### src/rtl/localbus_matrix.sv
// localbus_matrix: decodes a single-master local bus onto NSLV slave windows.
// Each access is sequenced IDLE -> ACCESS -> RESP with a req/ready handshake.
// Unmapped accesses complete with err=1 straight from IDLE.
// Optional feature macro: LOCALBUS_MATRIX_TIMEOUT_EN adds an ACCESS timeout
// that forces an error response after TIMEOUT cycles without s_ready.
module localbus_matrix #(
    parameter int unsigned          XLEN      = 32,
    parameter int unsigned          NSLV      = 4,
    parameter logic [NSLV*XLEN-1:0] BASE_LIST = {NSLV*XLEN{1'b0}},
    parameter logic [NSLV*XLEN-1:0] MASK_LIST = {NSLV*XLEN{1'b0}},
    parameter int unsigned          TIMEOUT   = 16
) (
    input  logic                 clk,
    input  logic                 rst_n,
    input  logic                 req,
    input  logic [XLEN-1:0]      addr,
    input  logic [XLEN-1:0]      qin,
    input  logic [2:0]           we,
    output logic                 busy,
    output logic                 ready,
    output logic                 err,
    output logic [XLEN-1:0]      qout,
    output logic [NSLV-1:0]      s_sel,
    output logic [XLEN-1:0]      s_addr,
    output logic [XLEN-1:0]      s_wdata,
    output logic [3*NSLV-1:0]    s_we,
    input  logic [XLEN*NSLV-1:0] s_qout,
    input  logic [NSLV-1:0]      s_ready
);

    // Reject configurations that cannot work rather than building them silently.
    if ((TIMEOUT < 2) || (NSLV < 1) || (NSLV > 16)) begin : g_param_check
        $error("localbus_matrix: NSLV must be 1..16 and TIMEOUT >= 2");
    end

    typedef enum logic [1:0] {
        ST_IDLE   = 2'd0,
        ST_ACCESS = 2'd1,
        ST_RESP   = 2'd2
    } state_t;

    state_t              state_r, state_s;
    logic                busy_r, busy_s;
    logic                ready_r, ready_s;
    logic                err_r, err_s;
    logic [XLEN-1:0]     qout_r, qout_s;
    logic [NSLV-1:0]     sel_r, sel_s;
    logic [XLEN-1:0]     s_addr_r, s_addr_s;
    logic [XLEN-1:0]     s_wdata_r, s_wdata_s;
    logic [3*NSLV-1:0]   s_we_r, s_we_s;
    logic [2:0]          we_r, we_s;

    logic                dec_hit_s;
    logic [NSLV-1:0]     dec_sel_s;
    logic [XLEN-1:0]     dec_mask_s;
    logic [3*NSLV-1:0]   we_vec_s;
    logic [XLEN-1:0]     rd_data_s;
    logic                slv_rdy_s;

`ifdef LOCALBUS_MATRIX_TIMEOUT_EN
    localparam int unsigned CNT_W = $clog2(TIMEOUT);
    logic [CNT_W-1:0]    cnt_r, cnt_s;
`endif

    // Window decode on the live request: the lowest matching index wins overlaps.
    always_comb begin
        dec_hit_s  = 1'b0;
        dec_sel_s  = {NSLV{1'b0}};
        dec_mask_s = {XLEN{1'b0}};
        we_vec_s   = {(3*NSLV){1'b0}};
        for (int i = 0; i < NSLV; i++) begin
            if (!dec_hit_s && ((addr & MASK_LIST[i*XLEN +: XLEN]) == BASE_LIST[i*XLEN +: XLEN])) begin
                dec_hit_s         = 1'b1;
                dec_sel_s[i]      = 1'b1;
                dec_mask_s        = MASK_LIST[i*XLEN +: XLEN];
                we_vec_s[3*i +: 3] = we;
            end else begin
                dec_hit_s = dec_hit_s;
            end
        end
    end

    // Read-data mux and completion detect, restricted to the selected slot.
    always_comb begin
        rd_data_s = {XLEN{1'b0}};
        for (int i = 0; i < NSLV; i++) begin
            if (sel_r[i]) begin
                rd_data_s = rd_data_s | s_qout[i*XLEN +: XLEN];
            end else begin
                rd_data_s = rd_data_s;
            end
        end
        slv_rdy_s = |(s_ready & sel_r);
    end

    // Next-state and next-output logic for the access sequencer.
    always_comb begin
        state_s   = state_r;
        busy_s    = busy_r;
        ready_s   = 1'b0;
        err_s     = err_r;
        qout_s    = qout_r;
        sel_s     = sel_r;
        s_addr_s  = s_addr_r;
        s_wdata_s = s_wdata_r;
        s_we_s    = s_we_r;
        we_s      = we_r;
`ifdef LOCALBUS_MATRIX_TIMEOUT_EN
        cnt_s     = cnt_r;
`endif
        case (state_r)
            ST_IDLE: begin
                if (req) begin
                    s_addr_s  = addr & ~dec_mask_s;
                    s_wdata_s = qin;
                    we_s      = we;
                    busy_s    = 1'b1;
                    if (dec_hit_s) begin
                        state_s = ST_ACCESS;
                        sel_s   = dec_sel_s;
                        s_we_s  = we_vec_s;
`ifdef LOCALBUS_MATRIX_TIMEOUT_EN
                        cnt_s   = {CNT_W{1'b0}};
`endif
                    end else begin
                        state_s = ST_RESP;
                        ready_s = 1'b1;
                        err_s   = 1'b1;
                        qout_s  = {XLEN{1'b0}};
                    end
                end else begin
                    state_s = ST_IDLE;
                end
            end
            ST_ACCESS: begin
                if (slv_rdy_s) begin
                    // s_ready wins over a coincident timeout.
                    state_s = ST_RESP;
                    ready_s = 1'b1;
                    err_s   = 1'b0;
                    qout_s  = (we_r == 3'b000) ? rd_data_s : {XLEN{1'b0}};
                    sel_s   = {NSLV{1'b0}};
                    s_we_s  = {(3*NSLV){1'b0}};
`ifdef LOCALBUS_MATRIX_TIMEOUT_EN
                end else if (cnt_r == CNT_W'(TIMEOUT - 1)) begin
                    state_s = ST_RESP;
                    ready_s = 1'b1;
                    err_s   = 1'b1;
                    qout_s  = {XLEN{1'b0}};
                    sel_s   = {NSLV{1'b0}};
                    s_we_s  = {(3*NSLV){1'b0}};
                end else begin
                    cnt_s = cnt_r + CNT_W'(1);
                end
`else
                end else begin
                    state_s = ST_ACCESS;
                end
`endif
            end
            ST_RESP: begin
                state_s = ST_IDLE;
                busy_s  = 1'b0;
            end
            default: begin
                state_s = ST_IDLE;
                busy_s  = 1'b0;
                sel_s   = {NSLV{1'b0}};
                s_we_s  = {(3*NSLV){1'b0}};
            end
        endcase
    end

    // State and output registers with synchronous active-low reset.
    always_ff @(posedge clk) begin
        if (!rst_n) begin
            state_r   <= ST_IDLE;
            busy_r    <= 1'b0;
            ready_r   <= 1'b0;
            err_r     <= 1'b0;
            qout_r    <= {XLEN{1'b0}};
            sel_r     <= {NSLV{1'b0}};
            s_addr_r  <= {XLEN{1'b0}};
            s_wdata_r <= {XLEN{1'b0}};
            s_we_r    <= {(3*NSLV){1'b0}};
            we_r      <= 3'b000;
`ifdef LOCALBUS_MATRIX_TIMEOUT_EN
            cnt_r     <= {CNT_W{1'b0}};
`endif
        end else begin
            state_r   <= state_s;
            busy_r    <= busy_s;
            ready_r   <= ready_s;
            err_r     <= err_s;
            qout_r    <= qout_s;
            sel_r     <= sel_s;
            s_addr_r  <= s_addr_s;
            s_wdata_r <= s_wdata_s;
            s_we_r    <= s_we_s;
            we_r      <= we_s;
`ifdef LOCALBUS_MATRIX_TIMEOUT_EN
            cnt_r     <= cnt_s;
`endif
        end
    end

    assign busy    = busy_r;
    assign ready   = ready_r;
    assign err     = err_r;
    assign qout    = qout_r;
    assign s_sel   = sel_r;
    assign s_addr  = s_addr_r;
    assign s_wdata = s_wdata_r;
    assign s_we    = s_we_r;

endmodule
### config.mk
export PLATFORM = sky130hd
export DESIGN_NAME = localbus_matrix
export DESIGN_NICKNAME = d
export VERILOG_FILES = /design/src/rtl/localbus_matrix.sv
export SDC_FILE = /design/constraint.sdc
export NUM_CORES = 1
export LEC_CHECK = 0
export CORE_AREA = 2 2 124 126
export DETAILED_ROUTE_END_ITERATION = 10
export DIE_AREA = 0 0 126 128
export PLACE_DENSITY = 0.71
export SETUP_SLACK_MARGIN = 0.5
export SLEW_MARGIN = 5
export SYNTH_ARGS = -nofsm -noshare
export SYNTH_HDL_FRONTEND = slang
export SYNTH_SLANG_ARGS = --single-unit
### constraint.sdc
create_clock -name clk -period 2.2 [get_ports clk]
set_input_delay 0.33 -clock clk [delete_from_list [all_inputs] [get_ports clk]]
set_output_delay 0.33 -clock clk [all_outputs]
set_load 0.02 [all_outputs]
==> summary.txt <==
wire length per cell - 13.1 um
drt first pass iters - 5
Initial Utilization - 27.9%
critical path depth - 1
post-route setup TNS - 0 ns
Clock Tree Buf Depth - 2
hpwl dp - 7510 um
Hold Fails Final Rpt - 0
# Max-Cap Violations - 0
Fillers - 1492
Top delay family on crit path - buffers and inverters
I/O pin total - 317
fin nets - 870
worst path required time - 1.87 ns
Total Wirelength - 11300 um
non-filler cells, final - 861
post-DR vias/cell - 4.40
sequential fraction of the synthesis area - 51.7%
share of cells above drive strength 1 - 4.01%
Setup CP Type - reg2out
Fmax - 0.611 GHz
area grow syn2layout - 58.3%
most frequent cells after synthesis - nand2_1, dfxtp_1, a21boi_0
crit path max-delay cell type - clkdlybuf4s50_1
minimum clock period after layout - 1.64 ns
placed cell count - 845
most numerous cell in the Yosys netlist - nand2_1
post-synth cell types - 22
port bufs - 204
PwrDens - 665 nW/um^2
Avg Cell Area, Syn - 8.54 um^2
Die Y - 128 um
ys flop type - dfxtp_1
CTS Buf Count - 9
chip width - 126 um
hold-critical path depth - 2
clock sink total - 107
Final setup viols - 0
first-pass GRT wire length - 18200 um
worst min-delay path class - reg2reg
R2R depth - 4
Post-synth EDFFs - 0
RSZ-0062 raised after global routing - no
critical path endpoint category - output port
Yosys top cell area share - 51.7%
Total GRT Usage - 14.0%
number of global-route vias before repair - 3611
Reg2Reg Launch Point - state_r[0]
status - finished clean
TritonCTS clock tree - built
period utilization - 74.3%
Ys Warns - 0
Die ar. - 16100 um^2
crit-path max FO - 2
Setup crit start kind - register
arrival time worst endpoint - 1.31 ns
clock skew - 0.00509 ns
Synth Cell Area - 4140 um^2
Slew Limit Fails - 0
diode count - 0
Yosys top cell by area - dfxtp_1
worst IR drop on VDD - 0.301 mV
Seq cells post-synth - 107
FFs w/ async S/R, synth - 0%
htree depth - 3
drt drc - 0
Clk Latency, worst-skew pair - 0.34 ns
synth top area cells - dfxtp_1, nand2_1, a21boi_0
crit path buf inv count - 1
largest net degree at the start of global routing - 111
row count - 45
Core Region - 14900 um^2
initial antenna violation count - 0
reg-to-reg endpoint - s_wdata[8]
WHS Endpoint - s_addr[24]
first-iteration detailed-routing DRC count - 93
worst path cell trace - clkdlybuf4s50_1
Vias - 3786
r2r setup slk - 0.73 ns
total grt overflow - 0
Final Wtd Congestion - 0.720
Root Buffer - clkbuf_16
leak pwr - 2.39 nW
clock-pin slew on the worst setup and hold paths - 0.07 ns
worst stage delay on the critical path - 0.62 ns
Final ANT Viol Nets - 0
hold_sp - s_addr[24]
cells after synthesis - 485
## placed cells by master (no fill, tap or decap), drive strengths merged, types with 2 or more instances in the layout
cell type,count
clkdlybuf4s50,198
clkbuf,12
nand2,170
clkinv,3
buf,9
a21boi,100
nor2b,3
dlymetal6s2s,4
and2,2
o21ai,5
dfxtp,107
conb,13
nor3b,2
nand3,36
## layer usage
metal,global-route usage [%],wire (um),vias up,part of all wire [%]
met5,0,0,-,0
met4,5.49,191,0,1.7
met3,5.51,1070,14,9.4
met2,22.5,5000,153,44
met1,17.0,5050,1702,45
li1,-,-,1917,-
## power by group
part / total (mW) / switching (mW) / leakage (nW) / internal, mW
combinational: 0.764 / 0.370 / 1.39 / 0.394
sequential: 2.07 / 0.0469 / 0.874 / 2.03
clock: 1.52 / 0.720 / 0.133 / 0.799
## cell families after synthesis
family | after synthesis | synth area share [%]
other cells | 1 | 0.0906
flops | 107 | 51.7
buf+inv | 52 | 7.19
compound gates | 107 | 19.2
simple gates | 218 | 21.8
## final cells by class
class	instances	area, um^2	area share, %
Clock inverter	4	26.3	0.401
Clock buffer	12	246	3.76
Tap cell	188	235	3.59
Sequential cell	107	2140	32.7
Multi-Input combinational cell	338	1760	26.8
Timing Repair Buffer	212	2150	32.8
## timing repair
action	4_1_cts	5_1_grt
resized for setup	1	5
setup endpoints to repair	1	5
buffers inserted	0	0
hold buffers	0	0
## state kept, by name (all words and copies together) (netlist names)
register	count
ready	1
qout	32
we_r	3
s_wdata	32
s_we	3
state_r	2
s_addr	32
busy	1
s_sel	1
## worst max path at each step
| stage | startpoint | endpoint |
|---|---|---|
| floorplan | state_r[0] | s_addr[22] |
| global placement | req | s_wdata[24] |
| detailed placement | req | s_addr[6] |
| CTS | s_wdata[18] | s_wdata[18] |
| global route | s_wdata[0] | s_wdata[0] |
| finish | s_wdata[20] | s_wdata[20] |
## stage by stage
step | hold slack, ns | utilization, % | worst slack (ns) | total power [mW] | area [um^2]
final | 0.452 | 44.1 | 0.564 | 4.36 | 6550
after floorplan | 0.443 | - | 0.823 | 2.49 | 4190
after CTS | 0.455 | 44.0 | 0.524 | 4.44 | 6540
after global placement | 0.438 | 42.2 | 0.248 | 2.89 | 6270
after detailed placement | 0.445 | 42.2 | 0.234 | 2.89 | 6270
after global routing | 0.470 | 44.1 | 0.500 | 4.57 | 6550
No activity file was read; power rests on OpenSTA's default activity.
